**src/rtl/vga_pkg.sv**
```systemverilog
// Shared constants and state encoding for the PPU-to-VGA scanline buffer sequencer.
package vga_pkg;

  localparam int PPU_LINE_CLKS = 1600;
  localparam int WR_PIX        = PPU_LINE_CLKS / 2;
  localparam int ADDR_W        = 10;
  localparam int PRIME_LINES   = 2;

  localparam int PHASE_W = $clog2(PPU_LINE_CLKS);
  localparam int LCNT_W  = $clog2(PRIME_LINES + 1);

  typedef enum logic [1:0] {
    IDLE   = 2'd0,
    PRIME  = 2'd1,
    RUN    = 2'd2,
    RESYNC = 2'd3
  } state_t;

endpackage

```
**src/rtl/ppu_line_phase.sv**
```systemverilog
// Tracks the phase of each PPU input cycle within its line and flags line_start
// pulses that arrive early or go missing at the wrap.
module ppu_line_phase
  import vga_pkg::*;
(
  input  logic               pclk,
  input  logic               rst_n,
  input  logic               restart,
  input  logic               track,
  input  logic               line_start,
  output logic [PHASE_W-1:0] phase,
  output logic               line_ok,
  output logic               early,
  output logic               missing,
  output logic               wrap
);

  localparam logic [PHASE_W-1:0] LAST = PHASE_W'(PPU_LINE_CLKS - 1);

  logic [PHASE_W-1:0] phase_reg;
  logic [PHASE_W-1:0] phase_next;

  // phase_reg holds the phase of the current input cycle; the restart cycle is p=0.
  always_comb begin
    phase_next = phase_reg;
    if (restart) begin
      phase_next = PHASE_W'(1);
    end else if (track) begin
      phase_next = (phase_reg == LAST) ? '0 : phase_reg + 1'b1;
    end
  end

  always_ff @(posedge pclk or negedge rst_n) begin
    if (!rst_n) begin
      phase_reg <= '0;
    end else begin
      phase_reg <= phase_next;
    end
  end

  assign phase   = phase_reg;
  assign line_ok = track & line_start & (phase_reg == '0);
  assign early   = track & line_start & (phase_reg != '0);
  assign missing = track & ~line_start & (phase_reg == '0);
  assign wrap    = track & (phase_reg == LAST);

endmodule

```
**src/rtl/vga_linebuf_ctrl.sv**
```systemverilog
// Ping-pong scanline buffer sequencer: decimates PPU lines into buffer writes,
// alternates banks per line and gates VGA timing until enough lines are primed.
module vga_linebuf_ctrl
  import vga_pkg::*;
(
  input  logic              pclk,
  input  logic              rst_n,
  input  logic              ppu_line_start,
  input  logic              ppu_frame_start,
  input  logic [23:0]       pix_din,
  input  logic              err_clr,
  output logic              wr_en_0,
  output logic              wr_en_1,
  output logic [ADDR_W-1:0] wr_addr,
  output logic [23:0]       wr_data,
  output logic              rd_bank,
  output logic              vga_en,
  output logic              primed,
  output logic              err_early,
  output logic              err_missing
);

  state_t              state_reg, state_next;
  logic                bank_reg, bank_next;
  logic [LCNT_W-1:0]   lcnt_reg, lcnt_next, lcnt_inc;
  logic                wr_en_0_reg, wr_en_0_next;
  logic                wr_en_1_reg, wr_en_1_next;
  logic [ADDR_W-1:0]   wr_addr_reg, wr_addr_next;
  logic [23:0]         wr_data_reg;
  logic                rd_bank_reg, rd_bank_next;
  logic                vga_en_reg, vga_en_next;
  logic                err_early_reg, err_early_next;
  logic                err_missing_reg, err_missing_next;

  logic                track;
  logic                start;
  logic [PHASE_W-1:0]  phase;
  logic                line_ok;
  logic                early;
  logic                missing;
  logic                wrap;

  assign track    = (state_reg == PRIME) || (state_reg == RUN);
  assign start    = ppu_frame_start & ppu_line_start & ~track;
  assign lcnt_inc = lcnt_reg + 1'b1;

  ppu_line_phase u_phase (
    .pclk       (pclk),
    .rst_n      (rst_n),
    .restart    (start),
    .track      (track),
    .line_start (ppu_line_start),
    .phase      (phase),
    .line_ok    (line_ok),
    .early      (early),
    .missing    (missing),
    .wrap       (wrap)
  );

  always_comb begin
    state_next   = state_reg;
    bank_next    = bank_reg;
    lcnt_next    = lcnt_reg;
    wr_en_0_next = 1'b0;
    wr_en_1_next = 1'b0;
    wr_addr_next = wr_addr_reg;
    rd_bank_next = rd_bank_reg;

    if (start) begin
      // Frame start: p=0 of line 0, written to bank 0.
      state_next   = PRIME;
      bank_next    = 1'b0;
      lcnt_next    = '0;
      wr_en_0_next = 1'b1;
      wr_addr_next = '0;
      rd_bank_next = 1'b1;
    end else if (track) begin
      if (early || missing) begin
        state_next = RESYNC;
      end else begin
        if (!phase[0]) begin
          wr_en_0_next = ~bank_reg;
          wr_en_1_next = bank_reg;
          wr_addr_next = ADDR_W'(phase >> 1);
        end
        rd_bank_next = ~bank_reg;
        if (wrap) begin
          bank_next = ~bank_reg;
        end
        if (line_ok && (state_reg == PRIME)) begin
          lcnt_next = lcnt_inc;
          if (lcnt_inc == LCNT_W'(PRIME_LINES)) begin
            state_next = RUN;
          end
        end
      end
    end

    vga_en_next      = (state_next == RUN);
    // A new error outranks a clear arriving in the same cycle.
    err_early_next   = early | (err_early_reg & ~err_clr);
    err_missing_next = missing | (err_missing_reg & ~err_clr);
  end

  always_ff @(posedge pclk or negedge rst_n) begin
    if (!rst_n) begin
      state_reg       <= IDLE;
      bank_reg        <= 1'b0;
      lcnt_reg        <= '0;
      wr_en_0_reg     <= 1'b0;
      wr_en_1_reg     <= 1'b0;
      wr_addr_reg     <= '0;
      wr_data_reg     <= '0;
      rd_bank_reg     <= 1'b0;
      vga_en_reg      <= 1'b0;
      err_early_reg   <= 1'b0;
      err_missing_reg <= 1'b0;
    end else begin
      state_reg       <= state_next;
      bank_reg        <= bank_next;
      lcnt_reg        <= lcnt_next;
      wr_en_0_reg     <= wr_en_0_next;
      wr_en_1_reg     <= wr_en_1_next;
      wr_addr_reg     <= wr_addr_next;
      wr_data_reg     <= pix_din;
      rd_bank_reg     <= rd_bank_next;
      vga_en_reg      <= vga_en_next;
      err_early_reg   <= err_early_next;
      err_missing_reg <= err_missing_next;
    end
  end

  assign wr_en_0     = wr_en_0_reg;
  assign wr_en_1     = wr_en_1_reg;
  assign wr_addr     = wr_addr_reg;
  assign wr_data     = wr_data_reg;
  assign rd_bank     = rd_bank_reg;
  assign vga_en      = vga_en_reg;
  assign primed      = vga_en_reg;
  assign err_early   = err_early_reg;
  assign err_missing = err_missing_reg;

endmodule

```
**config.mk**
```make
export PLATFORM = sky130hd
export DESIGN_NAME = vga_linebuf_ctrl
export DESIGN_NICKNAME = d
export VERILOG_FILES = /design/src/rtl/vga_pkg.sv /design/src/rtl/ppu_line_phase.sv /design/src/rtl/vga_linebuf_ctrl.sv
export SDC_FILE = /design/constraint.sdc
export NUM_CORES = 1
export LEC_CHECK = 0
export ABC_AREA = 0
export CORE_AREA = 2 2 77 79
export DETAILED_ROUTE_END_ITERATION = 8
export DIE_AREA = 0 0 79 81
export PLACE_DENSITY = 0.81
export SYNTH_ARGS = -nofsm -noshare
export SYNTH_HDL_FRONTEND = slang
export SYNTH_SLANG_ARGS = --single-unit
```
**constraint.sdc**
```tcl
create_clock -name pclk -period 1.9 [get_ports pclk]
set_input_delay 0.475 -clock pclk [delete_from_list [all_inputs] [get_ports pclk]]
set_output_delay 0.475 -clock pclk [all_outputs]
set_load 0.02 [all_outputs]
```
# After elaboration in Yosys (flattened, before gate mapping)
# Cells that the tools add are included.
[op_classes]
add_sub_neg = 2
eq_ne = 7
muxes = 31
bitwise_logic = 16
n_reduce_logical = 12
[op_table]
columns = ["operator", "n"]
rows = [
  ["two-way mux 10 bit", 4],
  ["two-way mux 11 bit", 3],
  ["two-way mux 2 bit", 9],
  ["two-way mux 1 bit", 15],
  ["adder 11 x 1 -> 11 bit (second input constant)", 1],
  ["== test 11 bit (second input constant)", 1],
  ["logical NOT 11 bit", 1],
  ["nonzero test 11 bit", 1],
  ["bitwise AND 1 bit", 10],
  ["AND reduction 3 bit", 3],
  ["== test 2 bit (second input constant)", 3],
  ["nonzero test 2 bit", 3],
  ["inequality test 2 bit (second input constant)", 2],
  ["inverter 1 bit", 4],
  ["adder 2 x 1 -> 2 bit (second input constant)", 1],
  ["== test 2 x 1 -> 1 bit (second input constant)", 1],
  ["logical OR 1 bit", 2],
  ["bitwise OR 1 bit", 2],
  ["AND reduction 2 bit", 1],
  ["logical AND 1 bit", 1],
]
[word_totals]
reg_bits = 56
in_bits = 29
out_inout_bits = 41

# Longest topological paths before layout
# Gate-level depths: netlist (run 1).
[depth]
word_depth = 10
mapped_depth = 8
ltp_nobuf = 7

# By module
# A second synthesis (run 1) with hierarchy kept.
[hier_totals]
hier_cells = 170
area_unflattened_um2 = 2108.3
[modules_own_cells]
columns = ["mod", "n_inst", "cells_per_inst", "area_per_inst_um2"]
rows = [
  ["vga_linebuf_ctrl", 1, 93, 1460.2],
  ["ppu_line_phase", 1, 77, 648.1],
]

# Least setup slack after synthesis (run 1)
# OpenSTA, ideal clock, no wires.
[synth_path]
kind = "reg2reg"
startpoint = "register u_phase.phase_reg[0], in the netlist u_phase.phase[0]"
endpoint = "register wr_addr_reg[1], in the netlist wr_addr[1]"
setup_time_ns = 0.122
t_arrival_ns = 1.725
setup_slack_ns = 0.053
stages_incl_launch_ff = 9
path_buffers = 1
cell_sequence = "dfrtp_1 -> inv_1 -> ha_1 -> nor4b_2 -> and3_1 -> buf_6 -> xnor2_4 -> nand2_1 -> a32o_1"
[synth_via]
elab_chain_len = 5
elab_cells_between_ends = 8
classes_between = "eq/ne (2); bitwise (2); reduce/logical (4)"
[synth_lines]
columns = ["item", "line", "text"]
rows = [
  ["from (decl)", "ppu_line_phase.sv:20", "logic [PHASE_W-1:0] phase_reg;"],
  ["from (signal assigned)", "ppu_line_phase.sv:37", "phase_reg <= phase_next;"],
  ["nonzero test 11 bit or logical NOT 11 bit (tied branches)", "ppu_line_phase.sv:43, ppu_line_phase.sv:44", ""],
  ["bitwise AND 1 bit, on equally long branches", "ppu_line_phase.sv:43, ppu_line_phase.sv:44", ""],
  ["logical OR 1 bit", "vga_linebuf_ctrl.sv:78", "if (early || missing) begin"],
  ["inequality test 2 bit (no line)", "n/a", ""],
  ["AND reduction 3 bit (no line) (*)", "n/a", ""],
  ["to (signal assigned)", "vga_linebuf_ctrl.sv:124", "wr_addr_reg <= wr_addr_next;"],
  ["to (decl)", "vga_linebuf_ctrl.sv:28", "logic [ADDR_W-1:0] wr_addr_reg, wr_addr_next;"],
]
# Mark *: on every way between the ends. The rest lies on a longest branch, timed or not.
# A chain may end at the register's enable or synchronous reset.

# Worst setup path after layout (run 1)
# Ends and elaborated chain as after synthesis.

==> results of run 1 <==
==> cells in the mapped netlist, types with 5 or more instances <==
master / instances
nor2_1: 9
inv_1: 12
nand2_1: 19
a21oi_1: 7
nand3_1: 18
nor3_1: 7
o21ai_0: 24
clkbuf_1: 5
dfrtp_1: 56
==> how the worst min path moves through the flow <==
| stage | from | endpoint | cells after the start |
|---|---|---|---|
| after floorplan | rst_n | bank_reg$_DFFE_PN0P_ | 0 |
| after global placement | rst_n | wr_data[5]$_DFF_PN0_ | 1 |
| after detailed placement | rst_n | wr_data[21]$_DFF_PN0_ | 1 |
| after CTS | rst_n | primed$_DFF_PN0_ | 1 |
| after global routing | rst_n | wr_data[21]$_DFF_PN0_ | 1 |
| final | rst_n | wr_data[12]$_DFF_PN0_ | 1 |
==> worst max-delay path: stages, from the launching register on <==
cell and delay, ns:
dfrtp_1 0.39, inv_1 0.09, ha_1 0.16, nor4b_4 0.24, and3_4 0.27, xnor2_4 0.13
nand2_1 0.14, a32o_1 0.29
==> metrics by stage <==
step	setup WS (ns)	instances	util
after CTS	0.00751	367	0.569
final	0.0869	368	0.577
after detailed placement	0.00341	359	0.552
after floorplan	0.0533	202	-
after global placement	0.0836	359	0.552
after global routing	-0.0313	368	0.577
==> cell families after synthesis <==
kind of cell               after synthesis  share of synthesized area
AOI/OAI and AO/OA                       51                      0.135
xor gates and xnor gates                 2                     0.0163
adders and majority gates                4                     0.0225
buffers and inverters                   21                     0.0416
DFF                                     56                      0.630
and+or+nand+nor                         68                      0.155
==> power groups by stage <==
stage | combinational [uW] | sequential (uW) | clock, uW
finish | 1430 | 1420 | 644
CTS | 1350 | 1410 | 672
detailed placement | 1350 | 1440 | 0
global route | 1570 | 1430 | 726
floorplan | 672 | 1550 | 0
global placement | 1290 | 1430 | 0
==> cell type report <==
cell class / count / area (um^2)
fill: 470 / 2400
clock inverter: 3 / 21.3
clock buffer: 5 / 68.8
inverter: 12 / 45.0
timing repair buffer: 92 / 871
multi-input combinational: 125 / 772
tap: 75 / 93.8
sequential: 56 / 1400
==> timing repair <==
item	CTS	global route
setup buffers	0	1
resized for setup	1	9
pin swaps	0	0
hold buffers	0	0
endpoints found under the setup margin	4	25
==> routing by layer <==
metal | track usage | routed length [um] | vias to the layer above
met2 | 0.283 | 2600 | 87
met5 | 0 | 0 | -
met3 | 0.0444 | 401 | 9
li1 | - | - | 885
met4 | 0.0552 | 80 | 0
met1 | 0.177 | 2020 | 885
==> flow_summary_export.csv, run 1 <==
group,metric,value,unit
final_layout,fin_nets,325,
timing,setup_viol,0,
timing,fin_setup_tns,0,ns
critical_path,cp-start-kind,"register",
synthesis,syn_nets,235,
synthesis,synth-edff-count,0,
critical_path,worstSetupPathType,"register to register",
routing,wl_per_cell,13.9,um
timing,post-route-period-util,0.954,
place,dpl_cell_area,3140,um^2
synthesis,yosysUniqueCellTypes,32,
critical_path,worstSetupEndpoint,"wr_addr[1]$_DFFE_PN0P_",
critical_path,r2r_slack,0.09,ns
critical_path,worstPathRequired,2.10,ns
global_routing,grt_pass1_vias,1792,
pwr,seq_power_share,0.406,
clock_network,clock-sinks,56,
die,core_area,5680,um^2
pwr,power,3490,uW
flow_run,cap_violations,0,
timing,period_minus_slack,1.81,ns
synthesis,yosys_warnings,0,
pwr,max-vdd-ir-drop,507,uV
timing,worstMarginPinSlew,0.488,ns
critical_path,rr_endpoint,"wr_addr[1]$_DFFE_PN0P_",
critical_path,path_max_fanout,5,
clock_network,insertion_delay,0.30,ns
routing,wl,5100,um
synthesis,syn_inst,202,
synthesis,async_flop_share,1.00,
die,rows,28,
critical_path,crit-reg2reg-launch,"u_phase.phase[0]$_DFFE_PN0P_",
global_routing,grt_max_degree,37,
timing,holdWs,0.119,ns
timing,slew_headroom,0.675,
pwr,p_clk_frac,0.185,
synthesis,synth.top_cell.area_share,0.630,
routing,drc,0,
routing,via_per_inst,5.07,
timing,max_freq,552,MHz
die,io_pins,70,
clock_network,root_buffer,"clkbuf_8",
clock_network,clk_pin_slew_worst_paths,0.10,ns
die,die_h,81,um
die,dieArea,6400,um^2
place,routabilityCongestion,0.863,
synthesis,syn_avg_cell_area,11.0,um^2
global_routing,antenna_found_initial,0,
die,start_util,0.392,
place,port_buffers,69,
clock_network,cts_tree,"yes",
clock_network,clock_path_buffers,2,
pwr,p_int,2250,uW
die,die_w,79,um
timing,clock_skew,0.0100,ns
timing,drv_slew,0,
routing,dr_total_vias,1866,
pwr,swShare,0.354,
clock_network,htreeDepth,2,
critical_path,reg2reg_depth,7,
pwr,power_density,1070,nW/um^2
critical_path,crit_path_end_kind,"register",
place,place_hpwl,3790,um
global_routing,grt_overflow,0,
pwr,p_leak,0.00138,uW
synthesis,yosys_register_bits,56,
run_status,status,"complete, no violations",
synthesis,synth_area_leader_cell,"dfrtp_1",
synthesis,synth_seq_area_share,0.630,
global_routing,grt_use_total,0.156,
final_layout,drive_gt1_frac,0.147,
final_layout,most-common-layout-cells,"clkdlybuf4s50_1, dfrtp_1, o21ai_0, buf_4, nand2_1",
routing,drtPass1Iterations,5,
min_path,hp-class,"input port to asynchronous set/reset pin",
critical_path,crit_path_start,"u_phase.phase[0]$_DFFE_PN0P_",
global_routing,grt_pass1_wl,7970,um
timing,final_hold_viol_count,0,
pwr,power_frac_comb,0.409,
synthesis,synth.cell_area,2230,um^2
final_layout,stdcell_area,3270,um^2
critical_path,crit_arrival,2.01,ns
synthesis,synth.area.top_cells,"dfrtp_1, o21ai_0, nand3_1",
final_layout,mostFrequentLayoutCell,"clkdlybuf4s50_1",
routing,antenna_left,0,
synthesis,ys.flop_type,"dfrtp_1",
final_layout,syn2layout_area_growth,47.1,%
pwr,p_switching,1240,uW
routing,drt_iter0_drc,100,
final_layout,diodes,0,
final_layout,largest_reg_flops,24,
clock_network,cts_buffers,5,
Power figures use the tool's default switching activity.
==> run 2: changes to the inputs <==
--- a/config.mk
+++ b/config.mk
@@ -6,10 +6,10 @@
 export NUM_CORES = 1
 export LEC_CHECK = 0
 export ABC_AREA = 0
-export CORE_AREA = 2 2 77 79
+export CORE_AREA = 2 2 71 73
 export DETAILED_ROUTE_END_ITERATION = 8
-export DIE_AREA = 0 0 79 81
-export PLACE_DENSITY = 0.81
+export DIE_AREA = 0 0 73 75
+export PLACE_DENSITY = 0.89
 export SYNTH_ARGS = -nofsm -noshare
 export SYNTH_HDL_FRONTEND = slang
 export SYNTH_SLANG_ARGS = --single-unit
==> constraint.sdc (replaced) <==
create_clock -name pclk -period 2.1 [get_ports pclk]
set_input_delay 0.525 -clock pclk [delete_from_list [all_inputs] [get_ports pclk]]
set_output_delay 0.525 -clock pclk [all_outputs]
set_load 0.02 [all_outputs]
==> run 2 against run 1 <==
Die area decreased by 14%. Clock power is 23% higher. Flip-flop and latch count unchanged. Global-route usage grew 4.0 points. Register-to-register slack improved by 0.11 ns. Clock skew about the same. Worst setup slack improved by 0.11 ns. Cell count down 8.7%. First-iteration DRC count is the same. Critical path type unchanged. Largest cell class unchanged. Core utilization is 10 points higher.
==> flow_summary_export.csv, run 2 (synthesis results as in run 1) <==
group,metric,value,unit
die,rows,25,
die,dieArea,5480,um^2
min_path,hp-class,"input port to asynchronous set/reset pin",
routing,drtPass1Iterations,4,
place,place_hpwl,3740,um
global_routing,antenna_found_initial,0,
place,port_buffers,69,
pwr,max-vdd-ir-drop,599,uV
global_routing,grt_pass1_wl,8070,um
critical_path,crit_arrival,2.10,ns
routing,wl,5120,um
routing,via_per_inst,5.48,
critical_path,crit_family,"simple AND/OR/NAND/NOR gates",
critical_path,worstSetupPathType,"register to register",
final_layout,syn2layout_area_growth,42.7,%
run_status,status,"complete, no violations",
critical_path,path_cells,"or3_1, nor4_2, nor2_1, a21oi_1, o21ai_0",
timing,clock_skew,0.0100,ns
pwr,seq_power_share,0.391,
pwr,power_density,1030,nW/um^2
clock_network,hold_buffers,0,
clock_network,root_buffer,"clkbuf_8",
timing,slew_headroom,0.604,
critical_path,crit_buf_inv,0,
die,io_pins,70,
critical_path,cp_slowest_stage_delay,0.48,ns
die,core_area,4660,um^2
final_layout,largest_reg_flops,24,
timing,post-route-period-util,0.906,
final_layout,mostFrequentLayoutCell,"clkdlybuf4s50_1",
die,die_h,75,um
routing,dr_total_vias,1840,
clock_network,clk_pin_slew_worst_paths,0.09,ns
final_layout,fillers,319,
clock_network,cts_buffers,5,
flow_run,cap_violations,0,
final_layout,fin_nets,315,
critical_path,cp-start-kind,"register",
pwr,p_clk_frac,0.241,
clock_network,htreeDepth,2,
routing,antenna_left,0,
critical_path,r2r_slack,0.20,ns
final_layout,diodes,0,
timing,worstMarginPinSlew,0.592,ns
global_routing,grt_max_degree,57,
timing,period_minus_slack,1.90,ns
timing,grt_setup_unrepaired,"no",
routing,wl_per_cell,15.2,um
die,die_w,73,um
clock_network,clock-sinks,56,
global_routing,grt_pass1_vias,1725,
critical_path,path_max_fanout,9,
final_layout,utilization,0.681,
timing,max_freq,526,MHz
final_layout,final_cells,336,
place,dpl.cell_count,329,
critical_path,worstPathRequired,2.30,ns
place,routabilityCongestion,0.910,
global_routing,grt_overflow,0,
clock_network,clock_path_buffers,2,
timing,final_hold_viol_count,0,
timing,drv_slew,0,
global_routing,grt_use_total,0.196,
pwr,swShare,0.331,
timing,setup_viol,0,
final_layout,most-common-layout-cells,"clkdlybuf4s50_1, dfrtp_1, o21ai_0, nand2_1, nand3_1",
timing,fin_setup_tns,0,ns
pwr,power_frac_comb,0.367,
clock_network,cts_tree,"yes",
routing,drc,0,
pwr,p_int,2200,uW
routing,drt_iter0_drc,100,
pwr,p_leak,0.00134,uW
die,start_util,0.478,
clock_network,insertion_delay,0.31,ns
critical_path,cp_slowest_cell,"dfrtp_1",
place,dpl_cell_area,3040,um^2
final_layout,drive_gt1_frac,0.0922,
pwr,p_switching,1090,uW
final_layout,stdcell_area,3180,um^2
critical_path,crit_path_end_kind,"register",
==> run 2: metal layers <==
metal / up-vias / track usage / part of all wire
li1: 862 / - / -
met4: 0 / 0.0802 / 0.021
met3: 13 / 0.0643 / 0.084
met1: 875 / 0.244 / 0.42
met5: - / 0 / 0
met2: 90 / 0.317 / 0.48
==> run 2: metrics by stage <==
stage | total power [uW] | hold slack (ns) | setup slack, ns
floorplan | 2010 | 0.229 | 0.253
global placement | 2440 | 0.486 | 0.196
detailed placement | 2480 | 0.503 | 0.133
CTS | 3280 | 0.200 | 0.141
global route | 3480 | 0.213 | 0.000253
finish | 3290 | 0.195 | 0.198
==> run 2: final timing paths <==
path                                         startpoint                            to  cells after the start
setup / recovery           u_phase.phase[7]$_DFFE_PN0P_  u_phase.phase[9]$_DFFE_PN0P_                      5
hold / removal                                    rst_n  u_phase.phase[8]$_DFFE_PN0P_                      2
setup reg to reg           u_phase.phase[7]$_DFFE_PN0P_  u_phase.phase[9]$_DFFE_PN0P_                      5
hold reg to reg                 lcnt_reg[0]$_DFFE_PN0P_       lcnt_reg[0]$_DFFE_PN0P_                      1
max in group asynchronous                         rst_n             wr_en_0$_DFF_PN0_                      2
min in group pclk               lcnt_reg[0]$_DFFE_PN0P_       lcnt_reg[0]$_DFFE_PN0P_                      1
==> run 2: layout make-up <==
| cell class | count | area [um^2] | share of cell area |
|---|---|---|---|
| Clock inverter | 2 | 60.1 | 0.0189 |
| Multi-Input combinational cell | 125 | 737 | 0.232 |
| Clock buffer | 5 | 68.8 | 0.0217 |
| Timing Repair Buffer | 82 | 796 | 0.251 |
| Tap cell | 54 | 67.6 | 0.0213 |
| Sequential cell | 56 | 1400 | 0.441 |
| Inverter | 12 | 45.0 | 0.0142 |
==> run 2: power by group through the flow <==
| stage | registers (uW) | clock network (uW) | logic (uW) |
|---|---|---|---|
| 3_3_place_gp | 1300 | 0 | 1140 |
| 3_5_place_dp | 1310 | 0 | 1170 |
| 4_1_cts | 1280 | 812 | 1190 |
| 6_report | 1290 | 792 | 1210 |
| 2_1_floorplan | 1400 | 0 | 608 |
| 5_1_grt | 1300 | 850 | 1330 |
==> run 2: what timing repair did <==
| action | CTS | global route |
|---|---|---|
| setup buffers | 0 | 0 |
| setup endpoints to repair | 0 | 9 |
| gates resized for setup | 0 | 2 |
| hold endpoints to repair | 0 | 0 |
==> run 2: worst register-to-register path: cells and delay by family, from the launching register on <==
family / cells / cell delay, ns
flops: 1 / 0.48
simple gates: 3 / 1.06
compound gates: 2 / 0.26
==> edit 1 (config.mk and constraints of run 2) <==
The 4 states of `state_t` get a Gray code encoding in 2 bits.
--- a/src/rtl/vga_pkg.sv
+++ b/src/rtl/vga_pkg.sv
@@ -10,10 +10,10 @@
   localparam int LCNT_W  = $clog2(PRIME_LINES + 1);
 
   typedef enum logic [1:0] {
-    IDLE   = 2'd0,
-    PRIME  = 2'd1,
-    RUN    = 2'd2,
-    RESYNC = 2'd3
+    IDLE   = 2'b00,
+    PRIME  = 2'b01,
+    RUN    = 2'b11,
+    RESYNC = 2'b10
   } state_t;
 
 endpackage
Check against the original RTL: no difference found for any inputs over 10 cycles, from zero or initial values and one cycle with rst_n low; not proved beyond that.
==> edit 1 against run 2 <==
  * Area after synthesis is 6.4% higher
  * Sequential cell count unchanged
  * Cell area increased by 3.5%
  * Fmax decreased by 7.4%
  * Die area stayed put
  * Worst setup slack got worse by 0.15 ns
  * Wire length up 20%
  * Cell count is 0.30% lower
  * Power increased by 3.9%
  * Critical endpoint unchanged
  * Highest routed layer unchanged
==> edit 1: results (changes against run 2) <==
[timing]
min_period_ns = 2.05  ; was 1.90 ns
finClkSkew_ns = 0.00717  ; was 0.0100 ns
holdWs_ns = 0.194  ; was 0.195 ns
relSlewSlack_pct = 71.1  ; was 60.4%

[place]
gp_congestion = 0.892  ; was 0.910
dp_slack_ns = 0.0697  ; was 0.133 ns
dp_hpwl_um = 4400  ; was 3740 um

[grt]
grt_pass1_vias = 1869  ; was 1725
grt_pass1_wl_um = 9580  ; was 8070 um
grt_use_total_pct = 23.3  ; was 19.6%

[power]
peakVddDrop_mv = 0.700  ; was 0.599 mV
p_leak_nw = 1.42  ; was 1.34 nW

[setup_path]
max_stage_delay_ns = 0.50  ; was 0.48 ns
slowest_stage = o41ai_2  ; was dfrtp_1
crit_fanout = 5  ; was 9
ff2ff_setup_slack_ns = 0.05  ; was 0.20 ns

[cells_and_area]
nets = 312  ; was 315
fillCellCount = 320  ; was 319
drive_gt1_share_pct = 14.2  ; was 9.22%

[yosys]
async_reset_ff_share_pct = 100  ; unchanged
synthTopCellsByCount = dfrtp_1, nand2_1, nand3_1  ; was dfrtp_1, o21ai_0, nand2_1
syn-num-nets = 228  ; was 235
synthTopCellsByArea = dfrtp_1, a22o_1, nand3_1  ; was dfrtp_1, o21ai_0, nand3_1
yosys.cell_types.count = 54  ; was 32
ys_seq_area_share_pct = 59.2  ; was 63.0%

[detailed_routing]
viasPerCell = 6.07  ; was 5.48
first_iter_violations = 239  ; was 100
wl_per_cell_um = 18.3  ; was 15.2 um

[clock_tree]
h-tree-depth = 2  ; unchanged

[run_status]
status = finished clean  ; unchanged

[edit 1: cell types whose count changed after synthesis, sizes merged, moves of 7 or more]
cell,run 2,this run
nand2,19,10
a22o,2,9
o21ai,28,8
nand3,18,10
[edit 1: metrics by stage]
step           instance area (um2)  std cells
2_1_floorplan                 2370        196
6_report                      3290        335
4_1_cts                       3280        334
3_3_place_gp                  3190        326
5_1_grt                       3290        335
3_5_place_dp                  3190        326
[edit 1: power by group through the flow]
stage | clock network, W | logic, W | registers, W
after floorplan | 0 | 0.000741 | 0.00149
after detailed placement | 0 | 0.00132 | 0.00145
final | 0.000609 | 0.00137 | 0.00144
after global placement | 0 | 0.00128 | 0.00144
after CTS | 0.000623 | 0.00133 | 0.00143
after global routing | 0.000663 | 0.00146 | 0.00145
[edit 1: cell families after synthesis]
kind of cell	after synthesis	share of synthesized area, %
AO/OA/AOI/OAI	60	19.9
XOR/XNOR	1	0.370
adder cells (fa/ha/maj)	3	1.59
buffers and inverters	22	5.44
flip-flops	56	59.2
multiplexers	1	0.423
AND/OR/NAND/NOR	53	13.1
[edit 1: metal layers]
metal,vias up,GRT usage (%),wire (um)
li1,898,-,-
met1,999,30.4,2350
met2,116,38.4,3290
met3,21,4.55,401
met4,0,9.26,98
met5,-,0,0
[edit 1: layout make-up]
class	instances	share of cell area [%]
Clock buffer	5	2.09
Clock inverter	3	0.685
Inverter	9	1.03
Multi-Input combinational cell	118	25.5
Sequential cell	56	42.6
Tap cell	54	2.05
Timing Repair Buffer	90	26.0
[edit 1: final timing paths]
| path | startpoint | cells past startpoint | end |
|---|---|---|---|
| hold / removal | rst_n | 2 | wr_addr[2] |
| setup reg to reg | u_phase.phase[0] | 6 | u_phase.phase[9] |
| max in group asynchronous | rst_n | 2 | wr_data[4] |
| hold reg to reg | err_early | 1 | err_early |
| min in group pclk | err_early | 1 | err_early |
| setup / recovery | u_phase.phase[0] | 6 | u_phase.phase[9] |
[edit 1: what timing repair did]
item | CTS | global route
setup buffers | 0 | 1
resized for setup | 0 | 1
endpoints found under the hold margin | 0 | 0
hold buffers | 0 | 0
endpoints found under the setup margin | 0 | 10
[edit 1: critical path, delay by kind of cell, from the launching register on]
kind,cells,cell delay [ns]
buffers and inverters,1,0.14
DFF,1,0.35
AOI/OAI and AO/OA,3,0.92
adders and majority gates,1,0.28
and+or+nand+nor,1,0.25
==> edit 2 (config.mk and constraints of run 2) <==
Without the edit above. Change the package constant `ADDR_W` from 10 to 9.
--- a/src/rtl/vga_pkg.sv
+++ b/src/rtl/vga_pkg.sv
@@ -3,7 +3,7 @@
 
   localparam int PPU_LINE_CLKS = 1600;
   localparam int WR_PIX        = PPU_LINE_CLKS / 2;
-  localparam int ADDR_W        = 10;
+  localparam int ADDR_W        = 9;
   localparam int PRIME_LINES   = 2;
 
   localparam int PHASE_W = $clog2(PPU_LINE_CLKS);
Interface: changed (resized wr_addr); port bits go from 70 to 69. The function was not compared with the original's and may differ.
==> edit 2 against run 2 <==
  * Worst setup slack got worse by 0.086 ns
  * Largest power group is now combinational cells
  * Wire length increased by 6.2%
  * Sequential cell count decreased by 1
  * Cell count decreased by 4.2%
  * Power increased by 1.5%
  * Synthesized cell count decreased by 11%
  * Cell area decreased by 0.67%
  * Area after synthesis decreased by 0.17%
  * Combinational power increased by 16%
==> edit 2: results (changes against run 2) <==
[worst_hold_path]
min_path_type = primary input to asynchronous set/reset pin  ; unchanged

[place]
dp_cells = 314  ; was 329
gp_congestion = 0.853  ; was 0.910
dp_hpwl_um = 4080  ; was 3740 um
port_buffers = 68  ; was 69

[power]
peakVddDrop_mv = 0.411  ; was 0.599 mV
p_leak_nw = 1.35  ; was 1.34 nW

[cells_and_area]
nets = 300  ; was 315
fillCellCount = 316  ; was 319
largest_register_ffs = 24  ; unchanged
drive_gt1_share_pct = 14.2  ; was 9.22%

[yosys]
yosys_warnings = 0  ; unchanged
synthTopCellsByCount = dfrtp_1, nand2_1, o21ai_0  ; was dfrtp_1, o21ai_0, nand2_1
syn_inst = 180  ; was 202
yosys.cell_types.count = 44  ; was 32
async_reset_ff_share_pct = 100  ; unchanged
ys_seq_area_share_pct = 61.9  ; was 63.0%
syn-num-nets = 213  ; was 235
synth_edf_count = 0  ; unchanged
synthTopCellsByArea = dfrtp_1, a32o_1, nand2_1  ; was dfrtp_1, o21ai_0, nand3_1

[clock_tree]
clk_pin_slew_worst_paths_ns = 0.10
cts_buffers = 5  ; unchanged
postCtsSetupBuffers = 0  ; unchanged
clock_latency_ns = 0.31  ; about the same
clockRootBuffer = clkbuf_8  ; unchanged
cts_buffer_depth = 2  ; unchanged

[detailed_routing]
drt_first_pass_iters = 4  ; unchanged
viasPerCell = 5.73  ; was 5.48
first_iter_violations = 164  ; was 100
drt-total-wl_um = 5440  ; was 5120 um
wl_per_cell_um = 16.9  ; was 15.2 um

[setup_path]
ff2ff_setup_slack_ns = 0.11  ; was 0.20 ns
rr_worst_depth = 7  ; was 5
worstSetupStartpointType = flip-flop  ; unchanged
crit_fanout = 4  ; was 9
timing.rr.end = bank_reg  ; was u_phase.phase[9]
cp_data_arrival_time_ns = 2.20  ; was 2.10 ns
rr_startpoint = u_phase.phase[1]  ; was u_phase.phase[7]

[timing]
finClkSkew_ns = 0.00679  ; was 0.0100 ns
tightest_slew_ns = 0.413  ; was 0.592 ns

[grt]
grt_pass1_vias = 1790  ; was 1725
antenna_found_initial = 0  ; unchanged
grt_max_degree = 56  ; was 57
grt_use_total_pct = 21.0  ; was 19.6%
grt_pass1_wl_um = 8500  ; was 8070 um

[run_status]
status = finished clean  ; unchanged

[edit 2: changes by cell type after synthesis, sizes merged, moves of 3 or more]
cell,change
a21oi,-3
a32o,+6
a41oi,+3
buf,+3
inv,-5
nand3,-12
nor2,-5
nor3,-4
o211ai,+3
o21ai,-16
o41ai,+3
or3,-3
[edit 2: cells by family after synthesis]
logic type / after synthesis / synth area share (%)
DFF: 55 / 61.9
buffers and inverters: 18 / 5.69
AOI/OAI and AO/OA: 51 / 17.1
and+or+nand+nor: 50 / 12.2
adders and majority gates: 4 / 2.25
muxes: 2 / 0.901
[edit 2: where the power goes]
group          internal [W]  leakage [nW]  switching (W)
clock network      0.000240        0.0485       0.000352
registers           0.00123         0.689       0.000116
logic              0.000644         0.613       0.000752
[edit 2: repair_timing]
| item | CTS | global route |
|---|---|---|
| pin swaps | 0 | 1 |
| cloned | 0 | 0 |
| gates resized for setup | 1 | 1 |
| endpoints found under the hold margin | 0 | 0 |
| endpoints found under the setup margin | 1 | 10 |
[edit 2: area by class of cell]
type	count	area share [%]
clock buffers	5	2.18
clock inverters	3	0.714
inverters	8	0.952
multi-input cells	107	23.3
flip-flops and latches	55	43.6
well taps	54	2.14
repair buffers	90	27.1
[edit 2: per-stage QoR]
stage               total power, W  area [um2]  worst slack (ns)  setup TNS (ns)  hold WS [ns]
floorplan                  0.00215        2220             0.155               0         0.229
global placement           0.00265        3050           -0.0598          -0.534         0.468
detailed placement         0.00272        3050            -0.158           -1.08         0.481
CTS                        0.00334        3150            0.0171               0         0.198
global route               0.00353        3150            0.0166               0         0.208
finish                     0.00334        3150             0.112               0         0.195
[edit 2: critical path: stages (launching register included)]
cell	delay [ns]
dfrtp_1	0.39
inv_1	0.07
ha_1	0.16
nor4b_4	0.28
a31oi_1	0.19
buf_4	0.18
or2_1	0.27
o41ai_2	0.35
[edit 2: worst max path at each step]
| stage | slack (ns) | cells after the start | end |
|---|---|---|---|
| 6_report | 0.11 | 7 | bank_reg |
| 2_1_floorplan | 0.16 | 8 | wr_addr[0] |
| 4_1_cts | 0.02 | 7 | bank_reg |
| 3_3_place_gp | -0.06 | 5 | wr_addr[1] |
| 3_5_place_dp | -0.16 | 7 | bank_reg |
| 5_1_grt | 0.02 | 7 | bank_reg |
[edit 2: layer usage]
layer | track usage (%) | vias to the layer above | wire length, um
met5 | 0 | - | 0
met4 | 10.7 | 0 | 138
met3 | 6.56 | 16 | 507
met2 | 35.7 | 99 | 2680
met1 | 24.0 | 883 | 2110
li1 | - | 847 | -
